**config.mk**
```make
export PLATFORM = sky130hd
export DESIGN_NAME = exec_sequencer
export DESIGN_NICKNAME = d
export VERILOG_FILES = /design/src/rtl/exec_sequencer.sv
export SDC_FILE = /design/constraint.sdc
export NUM_CORES = 1
export LEC_CHECK = 0
export ABC_AREA = 1
export BUFFER_PORTS_ARGS = -buffer_cell sky130_fd_sc_hd__buf_4
export CORE_MARGIN = 3
export CORE_UTILIZATION = 47
export DETAILED_ROUTE_END_ITERATION = 12
export GPL_TIMING_DRIVEN = 1
export MAX_ROUTING_LAYER = met4
export PLACE_DENSITY = 0.74
export SLEW_MARGIN = 25
export SYNTH_ARGS = -nofsm -noshare
export SYNTH_HDL_FRONTEND = slang
export SYNTH_SLANG_ARGS = --single-unit
```
**constraint.sdc**
```tcl
create_clock -name clk -period 1.16 [get_ports clk]
set_input_delay 0.232 -clock clk [delete_from_list [all_inputs] [get_ports clk]]
set_output_delay 0.232 -clock clk [all_outputs]
set_load 0.02 [all_outputs]
```
**src/rtl/exec_sequencer.sv**
```systemverilog
// rtl/exec_sequencer.sv - issue/wait/mem/writeback sequencer for IALU, FALU and CORDIC units
// Optional abort of stuck WAIT/MEM phases: define EXEC_TIMEOUT_EN.
module exec_sequencer #(
    parameter int ALUSELECT_WIDTH = 2,
    parameter int TIMEOUT_CYCLES  = 64
) (
    input  logic                       clk,
    input  logic                       rst_n,
    input  logic                       dec_valid,
    output logic                       dec_ready,
    input  logic [ALUSELECT_WIDTH-1:0] ALUSelect,
    input  logic                       RWE,
    input  logic                       load,
    input  logic                       MWE,
    output logic [2:0]                 unit_start,
    input  logic [2:0]                 unit_done,
    input  logic                       lsu_ack,
    output logic [ALUSELECT_WIDTH-1:0] alu_sel_q,
    output logic                       rf_we,
    output logic                       stall,
    output logic                       err
);

    typedef enum logic [2:0] {
        S_IDLE,
        S_ISSUE,
        S_WAIT,
        S_MEM,
        S_WB
    } state_t;

    if (TIMEOUT_CYCLES < 2) begin : g_timeout_check
        $error("exec_sequencer: TIMEOUT_CYCLES must be at least 2");
    end

    state_t     state_q;
    logic       rwe_q;
    logic       load_q;
    logic       mwe_q;
    logic [2:0] unit_mask_q;
    logic [2:0] unit_start_q;
    logic       rf_we_q;
    logic       err_q;
    logic [2:0] unit_mask_d;
    logic       done_sel;

`ifdef EXEC_TIMEOUT_EN
    localparam int TMO_W = (TIMEOUT_CYCLES > 2) ? $clog2(TIMEOUT_CYCLES) : 1;
    localparam logic [TMO_W-1:0] TMO_LAST = TMO_W'(TIMEOUT_CYCLES - 1);
    logic [TMO_W-1:0] tmo_q;
`endif

    // Reserved select decodes to an empty mask, which is what flags the error.
    always_comb begin
        unit_mask_d = 3'b000;
        if (ALUSelect == ALUSELECT_WIDTH'(0)) begin
            unit_mask_d = 3'b001;
        end else if (ALUSelect == ALUSELECT_WIDTH'(1)) begin
            unit_mask_d = 3'b010;
        end else if (ALUSelect == ALUSELECT_WIDTH'(2)) begin
            unit_mask_d = 3'b100;
        end
    end

    // Masking with the captured unit makes done pulses from other units invisible.
    assign done_sel = |(unit_done & unit_mask_q);

    always_ff @(posedge clk) begin
        if (!rst_n) begin
            state_q      <= S_IDLE;
            rwe_q        <= 1'b0;
            load_q       <= 1'b0;
            mwe_q        <= 1'b0;
            unit_mask_q  <= 3'b000;
            unit_start_q <= 3'b000;
            rf_we_q      <= 1'b0;
            err_q        <= 1'b0;
            alu_sel_q    <= '0;
`ifdef EXEC_TIMEOUT_EN
            tmo_q        <= '0;
`endif
        end else begin
            unit_start_q <= 3'b000;
            rf_we_q      <= 1'b0;
            err_q        <= 1'b0;
            case (state_q)
                S_IDLE: begin
                    if (dec_valid) begin
                        alu_sel_q   <= ALUSelect;
                        rwe_q       <= RWE;
                        load_q      <= load;
                        mwe_q       <= MWE;
                        unit_mask_q <= unit_mask_d;
                        if (unit_mask_d != 3'b000) begin
                            state_q      <= S_ISSUE;
                            unit_start_q <= unit_mask_d;
                        end else begin
                            err_q <= 1'b1;
                        end
                    end
                end
                S_ISSUE, S_WAIT: begin
                    if (done_sel) begin
                        if (load_q | mwe_q) begin
                            state_q <= S_MEM;
`ifdef EXEC_TIMEOUT_EN
                            tmo_q   <= '0;
`endif
                        end else begin
                            state_q <= S_WB;
                            rf_we_q <= rwe_q & ~mwe_q;
                        end
                    end else if (state_q == S_ISSUE) begin
                        state_q <= S_WAIT;
`ifdef EXEC_TIMEOUT_EN
                        tmo_q   <= '0;
                    end else if (tmo_q == TMO_LAST) begin
                        state_q <= S_IDLE;
                        err_q   <= 1'b1;
                    end else begin
                        tmo_q <= tmo_q + 1'b1;
`endif
                    end
                end
                S_MEM: begin
                    if (lsu_ack) begin
                        state_q <= S_WB;
                        rf_we_q <= rwe_q & ~mwe_q;
`ifdef EXEC_TIMEOUT_EN
                    end else if (tmo_q == TMO_LAST) begin
                        state_q <= S_IDLE;
                        err_q   <= 1'b1;
                    end else begin
                        tmo_q <= tmo_q + 1'b1;
`endif
                    end
                end
                S_WB: begin
                    state_q <= S_IDLE;
                end
                default: begin
                    state_q <= S_IDLE;
                end
            endcase
        end
    end

    assign dec_ready  = (state_q == S_IDLE);
    assign stall      = (state_q != S_IDLE);
    assign unit_start = unit_start_q;
    assign rf_we      = rf_we_q;
    assign err        = err_q;

endmodule
```
==> run summary <==
============================================================================
Core area                                                          1330 um^2
CTS root buffer                                                     clkbuf_4
Startpoint Class                                                        flop
Leakage power                                                       0.468 nW
Post-detailed-route wirelength per cell                              11.1 um
Non-filler instance count after layout                                   133
Required time worst endpoint                                         0.93 ns
WS Path Type                                                    flop to output port
Placed Instances                                                         126
Mapped Area                                                         681 um^2
Global-route total usage across every layer                            0.186
Min cycle time layout                                                1.32 ns
Post-synthesis cell count                                                 91
Largest stage delay, worst path                                      0.35 ns
Cell Rows                                                                 13
Global-route congestion overflow total                                     0
Final total power                                                    2.14 mW
Clock skew after layout                                           0.00307 ns
Highest net fanout along the worst path                                    3
N_diodes                                                                   0
First-pass GRT wire length                                           2.59 mm
Final setup margin                                                 -0.157 ns
Vias in the first global route                                           623
Pin count of the biggest net entering global routing                      12
Synthesized netlist net count                                            103
Cell family with most CP delay                                    flip-flops
Share of the clock period used by the worst path after layout           1.13
Synthesized area per cell                                          7.48 um^2
Total of hold buffers inserted after clock tree synthesis                  0
Ranking of synthesized cells by area                            dfxtp_1 47%, nand2_1 12%, o21ai_2 7.7%, nand3_1 7.4%, nor2_1 6.6%
Violated checks                                                 negative setup slack
Final setup viols                                                          7
Worst-case headroom to the max-slew limit                              0.826
Number of synthesis warnings                                               0
Leading cell type by number of instances after synthesis             nand2_1
Worst ir drop on vdd                                               0.00114 V
Peak Freq                                                          0.760 GHz
Hold WC Path Type                                               input port to flop
Crit path buf inv count                                                    3
Top-area cell type share of the netlist area                           0.471
Core Util, Final                                                       0.700
Routed vias                                                              635
TritonCTS clock tree                                                    done
Cell-by-cell trace of the critical path                         nor2_4 -> inv_2 -> nor2_4 -> inv_2 -> buf_6
Most instantiated flip-flop cell in the synthesis netlist            dfxtp_1
DIE HEIGHT                                                           44.1 um
Number of nets still failing antenna checks after routing                  0
Power per Cell Area                                             2290 nW/um^2
Final Instance Area                                                 933 um^2
Post-Place Cell Area                                                850 um^2
Leading cell types by count after synthesis                     22 x nand2_1, 16 x dfxtp_1, 12 x nor2_1
CTS sink cnt                                                              16
Synth area leader                                                    dfxtp_1
Initial antenna violation count                                            0
Die Outline Area                                                   1940 um^2
Buffers on Ports                                                          20
Hold Violations, Final                                                     0
Post-layout nets                                                         131
Clock latency on the worst-skew pair                                 0.28 ns
Post-DP HPWL                                                         1.13 mm
Max-cap violations                                                         0
#FFs+latches synth                                                        16
Sequential element share of the synthesized area                       0.471
CTS clock-pin slew for the worst setup and hold paths                0.09 ns
Final wirelength                                                     1.48 mm
Count of H-tree levels built during CTS                                    1
Clock Path Buffers                                                         2
Cell variety after synth                                                  17
Share of post-route cells with drive strength above 1                  0.398
Crit path capture type                                           output port
Detailed Routing Iterations Pass 1                                         4
Number of enable flip-flop cells after synthesis                           0
Final Slew Violations                                                      0
Cell at the slowest stage of the critical path                       dfxtp_2
Relative area change from synthesis to final layout                    37.1%
DRC violation count after routing                                          0
Drt initial violations                                                     7
Io pins                                                                   21
Starting density of the core                                           0.510
Routability Congestion                                                 0.824
Data arrival time of the worst path                                  1.08 ns
RSZ-0062 raised after global routing                                     yes
Share of synthesized registers carrying an async set or reset              0
TritonCTS buffer count                                                     3
Least-Margin Pin Slew                                               0.261 ns
Mean number of vias per cell                                            4.77
Outcome                                                         complete, but fails checks
Die extent in x                                                      44.1 um
============================================================================
-- area by class of cell --
class	count	area, um^2
Tap cell	15	18.8
Multi-Input combinational cell	61	313
Timing Repair Buffer	25	195
Sequential cell	16	325
Inverter	12	45.0
Fill cell	118	400
Clock buffer	4	36.3
-- worst paths after layout --
kind	slack, ns	startpoint	depth (start not counted)	end
worst max-delay path	-0.16	state_q[0]	5	stall
worst min-delay path	0.15	RWE	3	rwe_q
worst max register to register	-0.09	state_q[1]	8	rf_we
worst min register to register	0.47	rwe_q	2	rf_we
-- kinds of logic after synthesis --
family | after synthesis | synth area share
AND/OR/NAND/NOR | 50 | 0.327
flip-flops | 16 | 0.471
AO/OA/AOI/OAI | 11 | 0.114
buffers and inverters | 14 | 0.0882
-- timing repair --
action | CTS | global route
setup endpoints to repair | 10 | 18
pin swaps | 2 | 2
gates resized for setup | 8 | 2
buffers inserted | 2 | 1
-- worst register-to-register path: cells and delay by family (launching register included) --
kind                   cells  cell delay (ns)
buffers and inverters      2             0.20
and+or+nand+nor            6             0.61
DFF                        1             0.36
-- flip-flops by register name, summed over array words and instances, names as in the netlist --
signal / cells
unit_start: 3
unit_mask_q: 3
mwe_q: 1
rwe_q: 1
load_q: 1
state_q: 3
err: 1
rf_we: 1
alu_sel_q: 2
-- placed cells by master, fill, tap and decap left out, drive strengths merged --
| cell | n |
|---|---|
| a21oi | 2 |
| buf | 25 |
| clkbuf | 4 |
| dfxtp | 16 |
| inv | 12 |
| nand2 | 22 |
| nand3 | 11 |
| nor2 | 15 |
| nor3 | 1 |
| nor4 | 1 |
| o21ai | 9 |
-- power breakdown --
group	leakage, nW	switching, mW	total [mW]	internal, mW
clock network	0.0210	0.173	0.364	0.191
registers	0.132	0.0736	0.739	0.666
logic	0.315	0.585	1.04	0.451
total	0.468	0.831	2.14	1.31
-- per-layer routing --
layer,up-vias,wire length [um],GRT usage
met5,-,0,-
met3,2,60,0.0244
li1,340,-,-
met1,282,645,0.205
met4,0,19,0.108
met2,11,756,0.317
-- metrics by stage --
| step | setup TNS (ns) | worst slack [ns] | hold slack [ns] |
|---|---|---|---|
| 4_1_cts | -0.413 | -0.186 | 0.147 |
| 5_1_grt | -1.87 | -0.236 | 0.165 |
| 3_5_place_dp | -0.0460 | -0.0276 | 0.445 |
| 2_1_floorplan | -0.0584 | -0.0210 | 0.348 |
| 6_report | -0.520 | -0.157 | 0.153 |
| 3_3_place_gp | 0 | 0.0164 | 0.437 |
Note: power is estimated with default switching activity, not from simulation.
